===== config.mk =====
export PLATFORM = sky130hd
export DESIGN_NAME = mode_selector
export DESIGN_NICKNAME = d
export VERILOG_FILES = /design/src/rtl/mode_selector_pkg.sv /design/src/rtl/mode_selector_key_debounce.sv /design/src/rtl/mode_selector.sv
export SDC_FILE = /design/constraint.sdc
export NUM_CORES = 1
export LEC_CHECK = 0
export CAP_MARGIN = 20
export CORE_MARGIN = 4
export CORE_UTILIZATION = 30
export DETAILED_ROUTE_END_ITERATION = 10
export GPL_TIMING_DRIVEN = 0
export PLACE_DENSITY_LB_ADDON = 0.2
export SYNTH_ARGS = -nofsm -noshare
export SYNTH_HDL_FRONTEND = slang
export SYNTH_SLANG_ARGS = --single-unit

===== constraint.sdc =====
create_clock -name CLK -period 2.29 [get_ports CLK]
set_input_delay 0.3435 -clock CLK [delete_from_list [all_inputs] [get_ports CLK]]
set_output_delay 0.3435 -clock CLK [all_outputs]
set_load 0.02 [all_outputs]

===== src/rtl/mode_selector_pkg.sv =====
// Shared mode encodings, debounce FSM state type and the MODE stepping rule
// used by the two-button mode selector.
package mode_selector_pkg;

  localparam logic [1:0] MODE_ARITH   = 2'd0;
  localparam logic [1:0] MODE_LOGIC   = 2'd1;
  localparam logic [1:0] MODE_COMPARE = 2'd2;
  localparam logic [1:0] MODE_MAGIC   = 2'd3;

  typedef enum logic [1:0] {
    IDLE,
    PRESS_WAIT,
    HELD,
    RELEASE_WAIT
  } db_state_t;

  // press[0] steps forward, press[1] steps back; simultaneous presses cancel.
  function automatic logic [1:0] mode_next(input logic [1:0] mode,
                                           input logic [1:0] press);
    logic [1:0] result;
    result = mode;
    case (press)
      2'b01:   result = mode + 2'd1;
      2'b10:   result = mode - 2'd1;
      default: result = mode;
    endcase
    return result;
  endfunction

endpackage


===== src/rtl/mode_selector_key_debounce.sv =====
// Single push-button conditioner: synchronizer, press/release debounce FSM,
// one-cycle press pulse and debounced held level.
module key_debounce
  import mode_selector_pkg::*;
#(
  parameter int DEBOUNCE_CYCLES = 500000,
  parameter int SYNC_STAGES     = 2
) (
  input  logic clk,
  input  logic rst,
  input  logic key,
  output logic press,
  output logic pressed
);

  localparam int              CNT_W    = $clog2(DEBOUNCE_CYCLES) + 1;
  localparam logic [CNT_W-1:0] CNT_LAST = CNT_W'(DEBOUNCE_CYCLES - 1);

  logic [SYNC_STAGES-1:0] sync;
  logic                   synced;
  db_state_t              state;
  logic [CNT_W-1:0]       cnt;

  // Reset to 1 so a key held through reset is seen as a fresh falling edge.
  always_ff @(posedge clk or posedge rst) begin
    if (rst) begin
      sync <= '1;
    end else begin
      sync[0] <= key;
      for (int i = 1; i < SYNC_STAGES; i++) sync[i] <= sync[i-1];
    end
  end

  assign synced = sync[SYNC_STAGES-1];

  // Decoded from state so the consumer registers the step on the same edge
  // that the FSM enters HELD.
  assign press = (state == PRESS_WAIT) && !synced && (cnt == CNT_LAST);

  always_ff @(posedge clk or posedge rst) begin
    if (rst) begin
      state   <= IDLE;
      cnt     <= '0;
      pressed <= 1'b0;
    end else begin
      case (state)
        IDLE: begin
          if (!synced) begin
            state <= PRESS_WAIT;
            cnt   <= '0;
          end
        end
        PRESS_WAIT: begin
          if (synced) begin
            state <= IDLE;
          end else if (cnt == CNT_LAST) begin
            state   <= HELD;
            pressed <= 1'b1;
          end else begin
            cnt <= cnt + CNT_W'(1);
          end
        end
        HELD: begin
          if (synced) begin
            state <= RELEASE_WAIT;
            cnt   <= '0;
          end
        end
        RELEASE_WAIT: begin
          if (!synced) begin
            state <= HELD;
          end else if (cnt == CNT_LAST) begin
            state   <= IDLE;
            pressed <= 1'b0;
          end else begin
            cnt <= cnt + CNT_W'(1);
          end
        end
        default: begin
          state   <= IDLE;
          pressed <= 1'b0;
        end
      endcase
    end
  end

endmodule


===== src/rtl/mode_selector.sv =====
// Two-button mode selector: KEY[0] steps MODE up, KEY[1] steps it down,
// with all outputs taken straight from flip-flops.
module mode_selector
  import mode_selector_pkg::*;
#(
  parameter int DEBOUNCE_CYCLES = 500000,
  parameter int SYNC_STAGES     = 2
) (
  input  logic       CLK,
  input  logic       RST,
  input  logic [1:0] KEY,
  output logic [1:0] MODE,
  output logic       MODE_CHANGED,
  output logic [1:0] KEY_PRESSED
);

  logic [1:0] press;
  logic [1:0] mode_prev;

  key_debounce #(
    .DEBOUNCE_CYCLES(DEBOUNCE_CYCLES),
    .SYNC_STAGES    (SYNC_STAGES)
  ) u_key0 (
    .clk    (CLK),
    .rst    (RST),
    .key    (KEY[0]),
    .press  (press[0]),
    .pressed(KEY_PRESSED[0])
  );

  key_debounce #(
    .DEBOUNCE_CYCLES(DEBOUNCE_CYCLES),
    .SYNC_STAGES    (SYNC_STAGES)
  ) u_key1 (
    .clk    (CLK),
    .rst    (RST),
    .key    (KEY[1]),
    .press  (press[1]),
    .pressed(KEY_PRESSED[1])
  );

  // MODE_CHANGED compares against the previous MODE, so it lands one cycle
  // after the update and cancelled double presses never raise it.
  always_ff @(posedge CLK or posedge RST) begin
    if (RST) begin
      MODE         <= MODE_ARITH;
      mode_prev    <= MODE_ARITH;
      MODE_CHANGED <= 1'b0;
    end else begin
      MODE         <= mode_next(MODE, press);
      mode_prev    <= MODE;
      MODE_CHANGED <= (MODE != mode_prev);
    end
  end

endmodule


==> results of run 1 <==
-- cells in the mapped netlist (all sizes together) (3+ instances only) --
master,number,share of area [%]
o22ai,4,0.84
nand2,32,4.0
or4,7,1.9
nand3,21,3.5
nand2b,4,0.84
nand3b,3,0.75
a21oi,10,1.7
o21ai,35,6.5
buf,8,2.2
ha,3,1.3
and2,6,1.3
dfstp,4,3.5
dfrtp,51,43
mux2i,7,2.3
and3,7,1.5
nor4,3,0.63
a22o,3,0.88
nor4b,3,0.88
xnor2,6,1.8
nor2,20,2.5
nand4,16,3.4
nor3,5,0.84
clkbuf,12,1.5
inv,17,2.1
a31oi,8,1.7
o41ai,4,1.2
o31ai,8,2.0
-- worst max-delay path, cell delays in order, from the launching register on --
cell                      delay (ns)
sky130_fd_sc_hd__dfrtp_1        0.39
sky130_fd_sc_hd__buf_6          0.12
sky130_fd_sc_hd__or4_1          0.45
sky130_fd_sc_hd__or4_4          0.48
sky130_fd_sc_hd__nor4_4         0.20
sky130_fd_sc_hd__ha_1           0.32
sky130_fd_sc_hd__buf_6          0.13
sky130_fd_sc_hd__xnor2_1        0.11
-- sequential cells by signal, summed over array words and instances, names as in the netlist, named ones only --
register	count
u_key0.state	1
MODE	2
u_key1.cnt	20
MODE_CHANGED	1
u_key0.sync	2
mode_prev	2
u_key1.sync	2
u_key0.cnt	20
u_key1.state	1
u_key0.pressed	1
u_key1.pressed	1
-- where the power goes --
group / switching [W] / leakage (nW) / internal [W] / total (W)
sequential: 0.0000398 / 0.740 / 0.00101 / 0.00105
combinational: 0.0000956 / 0.575 / 0.0000591 / 0.000155
clock: 0.000347 / 0.0443 / 0.000220 / 0.000567
total: 0.000483 / 1.36 / 0.00129 / 0.00177
-- repair_timing --
item	CTS	global route
setup buffers	0	8
gates cloned	0	0
resized for setup	2	11
pin swaps	2	4
endpoints found under the setup margin	12	24
-- per-stage QoR --
| stage | cells | hold WS [ns] | setup slack (ns) | TNS, ns |
|---|---|---|---|---|
| finish | 484 | 0.360 | -0.00368 | -0.00368 |
| global route | 484 | 0.367 | -0.0682 | -0.177 |
| CTS | 477 | 0.362 | -0.0652 | -0.0652 |
| detailed placement | 469 | 0.348 | -0.183 | -1.05 |
| global placement | 468 | 0.347 | -0.545 | -28.98 |
| floorplan | 327 | 0.345 | 0.0469 | 0 |
-- routing by layer --
metal  GRT usage (%)  part of all wire, %  vias up
li1                -                    -     1238
met1            17.6                   50     1221
met2            19.4                   46       31
met3            2.46                  3.4        7
met4            3.07                 0.98        0
met5               0                    0        -
-- worst min-delay path by stage --
| stage | from | end | slack [ns] | cells past startpoint |
|---|---|---|---|---|
| floorplan | u_key0.sync[0] | u_key0.sync[1] | 0.35 | 0 |
| global placement | u_key1.sync[0] | u_key1.sync[1] | 0.35 | 0 |
| detailed placement | u_key1.sync[0] | u_key1.sync[1] | 0.35 | 0 |
| CTS | u_key1.sync[0] | u_key1.sync[1] | 0.36 | 0 |
| global route | u_key1.sync[0] | u_key1.sync[1] | 0.37 | 0 |
| finish | u_key1.sync[0] | u_key1.sync[1] | 0.36 | 0 |
-- final cells by class --
class / count / area (sq um)
fillers: 1018 / 6290
multi-input cells: 235 / 1460
flip-flops and latches: 55 / 1390
well taps: 133 / 166
repair buffers: 17 / 164
plain buffers: 19 / 110
clock buffers: 5 / 68.8
inverters: 17 / 63.8
clock inverters: 3 / 25.0
-- layout by cell type, fill, tap and decap left out, types with 4 or more instances in the layout --
| cell type | instances |
|---|---|
| sky130_fd_sc_hd__o22ai_1 | 4 |
| sky130_fd_sc_hd__nand4_1 | 16 |
| sky130_fd_sc_hd__buf_6 | 4 |
| sky130_fd_sc_hd__mux2i_1 | 7 |
| sky130_fd_sc_hd__o21ai_0 | 27 |
| sky130_fd_sc_hd__nor3_1 | 5 |
| sky130_fd_sc_hd__o21ai_1 | 5 |
| sky130_fd_sc_hd__clkbuf_1 | 11 |
| sky130_fd_sc_hd__clkbuf_8 | 5 |
| sky130_fd_sc_hd__a31oi_1 | 8 |
| sky130_fd_sc_hd__nand2b_1 | 4 |
| sky130_fd_sc_hd__or4_1 | 6 |
| sky130_fd_sc_hd__a21oi_1 | 10 |
| sky130_fd_sc_hd__nor2_1 | 19 |
| sky130_fd_sc_hd__and3_1 | 7 |
| sky130_fd_sc_hd__and2_1 | 6 |
| sky130_fd_sc_hd__buf_4 | 10 |
| sky130_fd_sc_hd__dfrtp_1 | 48 |
| sky130_fd_sc_hd__o31ai_1 | 8 |
| sky130_fd_sc_hd__o41ai_1 | 4 |
| sky130_fd_sc_hd__inv_1 | 16 |
| sky130_fd_sc_hd__dfstp_2 | 4 |
| sky130_fd_sc_hd__nand3_1 | 21 |
| sky130_fd_sc_hd__xnor2_1 | 6 |
| sky130_fd_sc_hd__nand2_1 | 32 |
| sky130_fd_sc_hd__clkdlybuf4s50_1 | 8 |
-- kinds of logic after synthesis --
kind of cell	count (synthesis)
compound gates	80
mux	9
fa+ha+maj	3
buf+inv	37
flops	55
simple gates	135
xor+xnor	8
==> results, run 1 <==
- The flow ran to the end, but the final reports show violations.
- The final reports fail on setup timing.
- The maximum buffer depth of the clock tree is 2.
- The detail route stage leaves a number of antenna-violating nets equal to 0.
- The global-route usage over all layers is 12.4%.
- The average detailed-routed wire length per instance is 14.4 microns.
- For this design the top-level I/O count stands at 9.
- The first global-routing pass estimated 11800 microns of wire.
- At the end of the flow, the number of nets in the layout was 357.
- The type of destination of the critical path is a flop.
- The later pin in the worst-skew pair is clocked with a latency of 0.32 ns.
- The DRC violation count after routing is 0.
- On the final layout, the worst clock skew is 0.0140 ns.
- TritonCTS built the clock tree.
- CTS placed an instance of sky130_fd_sc_hd__clkbuf_8 at the clock tree root.
- The netlist uses 48 different library cells.
- Summed over all layers, the global routing overflow is 0.
- Once routing completed, OpenROAD measured the worst setup slack at -0.00368 ns.
- The register bit count reported by yosys is 55.
- The timing startpoint of the critical path is u_key1.cnt[12].
- The fraction of the mapped netlist area in compound gates is 17.2%.
- Of all flip-flops after synthesis, the portion carrying an async set or reset was 100%.
- The parity-gate share of the synthesized area counting xor and xnor cells is 2.35%.
- In this run the tool buffered the top-level ports with 8 buffer cells.
- The number of global-route vias before repair is 2322.
- Dividing total power by cell area gives a power density of 514 nW/um^2.
- The highest clock frequency the design can meet is 0.436 GHz.
- The wire-length estimate of the detail-placed layout is 4850 microns.
- The maximum number of pins on one net before global-route repair is 31.
- The first-iteration detailed-routing DRC count is 117.
- The min-delay analysis places its worst path in the category flop to flop.
- The count of flip-flops with a built-in enable after synthesis is 0.
- The required arrival time at the worst endpoint is 2.50 ns.
- The synthesized instance count is 327.
- The total area inside the core boundary comes to 9730 sq um.
- Setup violations remaining at the end of the flow were counted as 1.
- Yosys printed 0 warnings.
- The layout-stage area growth over the synthesis result is 15.2%.
- In the synthesized netlist, mux cells make up 3.10% of the area.
- From bottom edge to top edge, the die measures 108 microns.
- For the worst flop-to-flop path, the logic depth is 7.
- The shortest period the worst path allows is 2.29 ns.
- The count of final max-slew check failures was 0.
- The tightest slew margin relative to the limit is 56.8%.
- Of the cells placed in the final design, the portion with a size suffix greater than 1 is 12.8%.
- The hold violation count in the final report came to 0.
- Following the worst setup path forward leads to its endpoint at MODE[0].
- From left edge to right edge, the die measures 108 microns.
- The clock transition at the registers of the reported paths is 0.11 ns.
- The sequential area share after synthesis is 46.3%.
- The initial antenna violation count is 0.
- The end of the worst register-to-register path is MODE[0].
- In the synthesized netlist the dominant register cell turns out to be sky130_fd_sc_hd__dfrtp_1.
- The first detailed-routing pass took 4 iterations.
- The number of sinks handled by clock tree synthesis is 55.
- VDD sags by at most 230 uV.
- The mean number of vias per cell is 5.16.
- Across the run, the number of max-cap violations was 0.
- The number of nets handed over by synthesis was 334.
- By area, the combinational part of the netlist is dominated by simple AND/OR/NAND/NOR gates.
- The core utilization of the finished layout is 35.4%.
- The worst-margin pin slew is 0.647 ns.
- Of all nets on the critical path, the largest fanout is 4.
- Setup repair after global routing could not meet its margin everywhere.
- The number of hold buffers added after CTS was 0.
- The total cell area at the placement stage is 3260 sq um.
- The kind of launch point of the worst setup path is a flop.
- Summing internal, switching and leakage power gives 0.00177 W.
- The post-synthesis adder-cell area fraction is 1.26%.
- The antenna diode instance count is 0.
- The placement row count is 36.
- The post-route cell area is 3440 sq um.
- The mean instance size in the synthesized netlist is 9.13 sq um.
- By startpoint and endpoint, the worst setup path is classified as flop to flop.
- The synthesized netlist devotes 24.0% of its cell area to simple gates.
- The setup slack of the most critical reg-to-reg path is -0.004 ns.
- The worst register-to-register path begins at u_key1.cnt[12].
- The die footprint is 11600 sq um.
- The initial standard-cell utilization of the core is 30.7%.
- The cell area after synthesis is 2990 sq um.
- The global placement routability congestion is 0.796.
- The number of clock buffers added by TritonCTS is 5.
- The wire length after detailed routing is 6950 microns.
- STA puts the critical path data arrival time at 2.51 ns.
- Detailed routing inserted a total of 2497 vias.
- For this design the static power due to leakage is 1.36 nW.
- The final worst-path cycle share is 100%.
- In this run the number of H-tree levels came out at 2.
Power figures use the tool's default switching activity.
==> run 2, diff against run 1 <==
--- a/config.mk
+++ b/config.mk
@@ -11,6 +11,7 @@
 export DETAILED_ROUTE_END_ITERATION = 10
 export GPL_TIMING_DRIVEN = 0
 export PLACE_DENSITY_LB_ADDON = 0.2
+export RECOVER_POWER = 50
 export SYNTH_ARGS = -nofsm -noshare
 export SYNTH_HDL_FRONTEND = slang
 export SYNTH_SLANG_ARGS = --single-unit
==> results, run 2 (synthesized netlist as in run 1, its figures left out) <==
- The run finished, with violations left.
- The checks that failed: setup timing.
- The cell at the root of the clock tree is sky130_fd_sc_hd__clkbuf_8.
- The tightest min-delay check is of the flop to flop type.
- The count of final max-slew check failures is 0 (unchanged).
- The global-route usage over all layers is 12.4% (unchanged).
- The reported net switching power came to 0.000482 W (about the same).
- The worst-margin pin slew was 1.18 ns (+0.529 ns).
- The start of the worst register-to-register path is u_key1.cnt[12].
- The global placement routability congestion is 0.796 (unchanged).
- The final non-filler cell total is 484 (unchanged).
- The sequential share of power is 59.2% (about the same).
- The width of the chip was 108 microns (unchanged).
- The fraction of final layout cells with drive strength greater than 1 was 12.5% (-0.28 points).
- The clock latency reported for the late side of the worst-skew pair is 0.32 ns (about the same).
- The number of max-capacitance violations reported was 0 (unchanged).
- The y dimension of the die came to 108 microns (unchanged).
- The wire length after detailed routing is 6950 microns (about the same).
- The highest clock frequency the design can meet is 0.436 GHz (unchanged).
- The first-pass GRT wire length was 11800 microns (unchanged).
- The clock transition at the registers of the reported paths was 0.11 ns (about the same).
- The DRC violation count after routing is 0 (unchanged).
- The fill cell total of the finished layout is 1018 (unchanged).
- The die footprint is 11600 sq um (unchanged).
- The worst setup slack before clock tree synthesis is -0.183 ns (unchanged).
- The post-route worst setup slack is -0.00368 ns (-0.000000220 ns).
- The internal power was 0.00129 W (about the same).
- The maximum vdd drop came to 230 uV (about the same).
- The timing startpoint of the critical path is u_key1.cnt[12].
- The shortest period the worst path allows is 2.29 ns (+0.000000220 ns).
- The TritonCTS clock tree is built.
- Leaving out fill and tap cells, the most frequent cell in the layout is sky130_fd_sc_hd__dfrtp_1.
- The number of instances in the placed design is 469 (unchanged).
- Setup repair after global routing could not meet its margin everywhere.
- The number of sinks handled by clock tree synthesis is 55 (unchanged).
- The number of iterations in the first detailed-routing pass is 4 (unchanged).
- The estimated wirelength of the detail-placed design is 4850 microns (unchanged).
- The critical path ends at MODE[0].
- The placement row count was 36 (unchanged).
- The average detailed-routed wire length per instance came to 14.4 microns (about the same).
- In the layout the commonest cells are sky130_fd_sc_hd__dfrtp_1, sky130_fd_sc_hd__nand2_1, sky130_fd_sc_hd__o21ai_0.
- The final clock skew is 0.0140 ns (unchanged).
- The routing usage on met3 is 2.46% (unchanged).
- The antenna diode instance count was 0 (unchanged).
- The cell leakage power is 1.36 nW (+0.14%).
- The sequential cell area in the final layout is 1390 sq um (unchanged).
- The mean number of vias per cell is 5.16 (unchanged).
- The tightest slew margin relative to the limit came to 21.5% (-35 points).
- STA classifies the critical path startpoint as a flop.
- STA classifies the critical path endpoint as a flop.
- The maximum buffer depth of the clock tree is 2 (unchanged).
- The count of input and output buffers was 8 (unchanged).
- The area of the multi-input gates was 1460 sq um (unchanged).
- In the final layout, the registers with the most flip-flops are u_key0.cnt (20), u_key1.cnt (20).
- The layout-stage area growth over the synthesis result is 15.2% (unchanged).
- The power density of the placed cells came to 514 nW/um^2 (about the same).
- The setup violation total in the final timing report is 1 (unchanged).
- The proportion of total power due to net switching is 27.3% (about the same).
- The total overflow reported by the global router was 0 (unchanged).
- The floorplan core area was 9730 sq um (unchanged).
- The hold violation count in the final report came to 0 (unchanged).
- By startpoint and endpoint, the worst setup path is classified as flop to flop.
- The post-route antenna net violation count is 0 (unchanged).
- The post-layout total power is 0.00177 W (about the same).
- The met2 track utilization from global routing is 19.4% (unchanged).
- The initial antenna violation count was 0 (unchanged).
- The arrival time reported for the critical path endpoint came to 2.51 ns (about the same).
- The end of the worst register-to-register path is MODE[0].
- The first-iteration detailed-routing DRC count came to 113 (-3.4%).
- The total I/O pin count came to 9 (unchanged).
- The maximum number of pins on one net before global-route repair was 31 (unchanged).
- The total negative setup slack is -0.00368 ns (-0.000000220 ns).
- The worst reg-to-reg path cell count came to 7 (unchanged).
- The number of global-route vias before repair came to 2322 (unchanged).
- The final-stage net count is 357 (unchanged).
- The setup slack of the most critical reg-to-reg path is -0.004 ns (about the same).
- The required arrival time at the worst endpoint is 2.50 ns (about the same).
- The H-tree depth is 2 (unchanged).
- The routed via count is 2497 (unchanged).
- The worst hold slack across all endpoints was 0.360 ns (unchanged).
- After global routing, the most crowded layer is met2.
- The number of buffers created by CTS is 5 (unchanged).
- The combinational power share is 8.7% (about the same).
- The maximum fanout count along the critical path is 4 (unchanged).
- The initial standard-cell utilization of the core was 30.7% (unchanged).
- The routing usage on met1 is 17.6% (unchanged).
- The portion of total power attributed to the clock network is 32.1% (about the same).
- The final worst-path cycle share is 100% (about the same).
run 2: cell count changes in the layout (fill, tap and decap cells not counted), sizes merged:
cell / previous run / this run
dlygate4sd3: 0 / 3
clkdlybuf4s50: 8 / 5
run 2: worst min path at each step:
stage                              start             end  slack [ns]  depth (start not counted)
after floorplan           u_key0.sync[0]  u_key0.sync[1]        0.35                          0
after global placement    u_key1.sync[0]  u_key1.sync[1]        0.35                          0
after detailed placement  u_key1.sync[0]  u_key1.sync[1]        0.35                          0
after CTS                 u_key1.sync[0]  u_key1.sync[1]        0.36                          0
after global routing      u_key1.sync[0]  u_key1.sync[1]        0.37                          0
final                     u_key1.sync[0]  u_key1.sync[1]        0.36                          0
run 2: critical path: stages, from the launching register on:
cell and delay, ns:
sky130_fd_sc_hd__dfrtp_1 0.39, sky130_fd_sc_hd__buf_6 0.12, sky130_fd_sc_hd__or4_1 0.45, sky130_fd_sc_hd__or4_4 0.48, sky130_fd_sc_hd__nor4_4 0.20, sky130_fd_sc_hd__ha_1 0.32, sky130_fd_sc_hd__buf_6 0.13, sky130_fd_sc_hd__xnor2_1 0.11
run 2: power groups by stage:
stage | clock (W) | sequential (W) | combinational, W
after detailed placement | 0 | 0.00106 | 0.000158
after global placement | 0 | 0.00106 | 0.000153
after global routing | 0.000629 | 0.00105 | 0.000176
final | 0.000567 | 0.00105 | 0.000154
after CTS | 0.000595 | 0.00105 | 0.000159
after floorplan | 0 | 0.00105 | 0.000113
run 2: cell type report:
cell class	count	share of cell area, %
tap	133	4.84
inverter	17	1.85
buffer	19	3.20
timing repair buffer	17	4.76
multi-input combinational	235	42.4
clock buffer	5	2.00
sequential	55	40.3
clock inverter	3	0.727
run 2: what timing repair did:
item | in CTS | in global routing
buffers inserted | 0 | 8
endpoints found under the setup margin | 12 | 24
cloned | 0 | 0
resized for setup | 2 | 11
pin swaps | 2 | 4
hold buffers | 0 | 0
run 2: routing by layer:
layer	vias to the layer above	share of wire, %
li1	1238	-
met1	1221	50
met2	31	46
met3	7	3.4
met4	0	0.98
met5	-	0
run 2: metrics by stage:
step,cell area [sq um],util [%]
floorplan,2990,-
global placement,3240,33.3
detailed placement,3260,33.5
CTS,3360,34.6
global route,3440,35.4
finish,3440,35.4
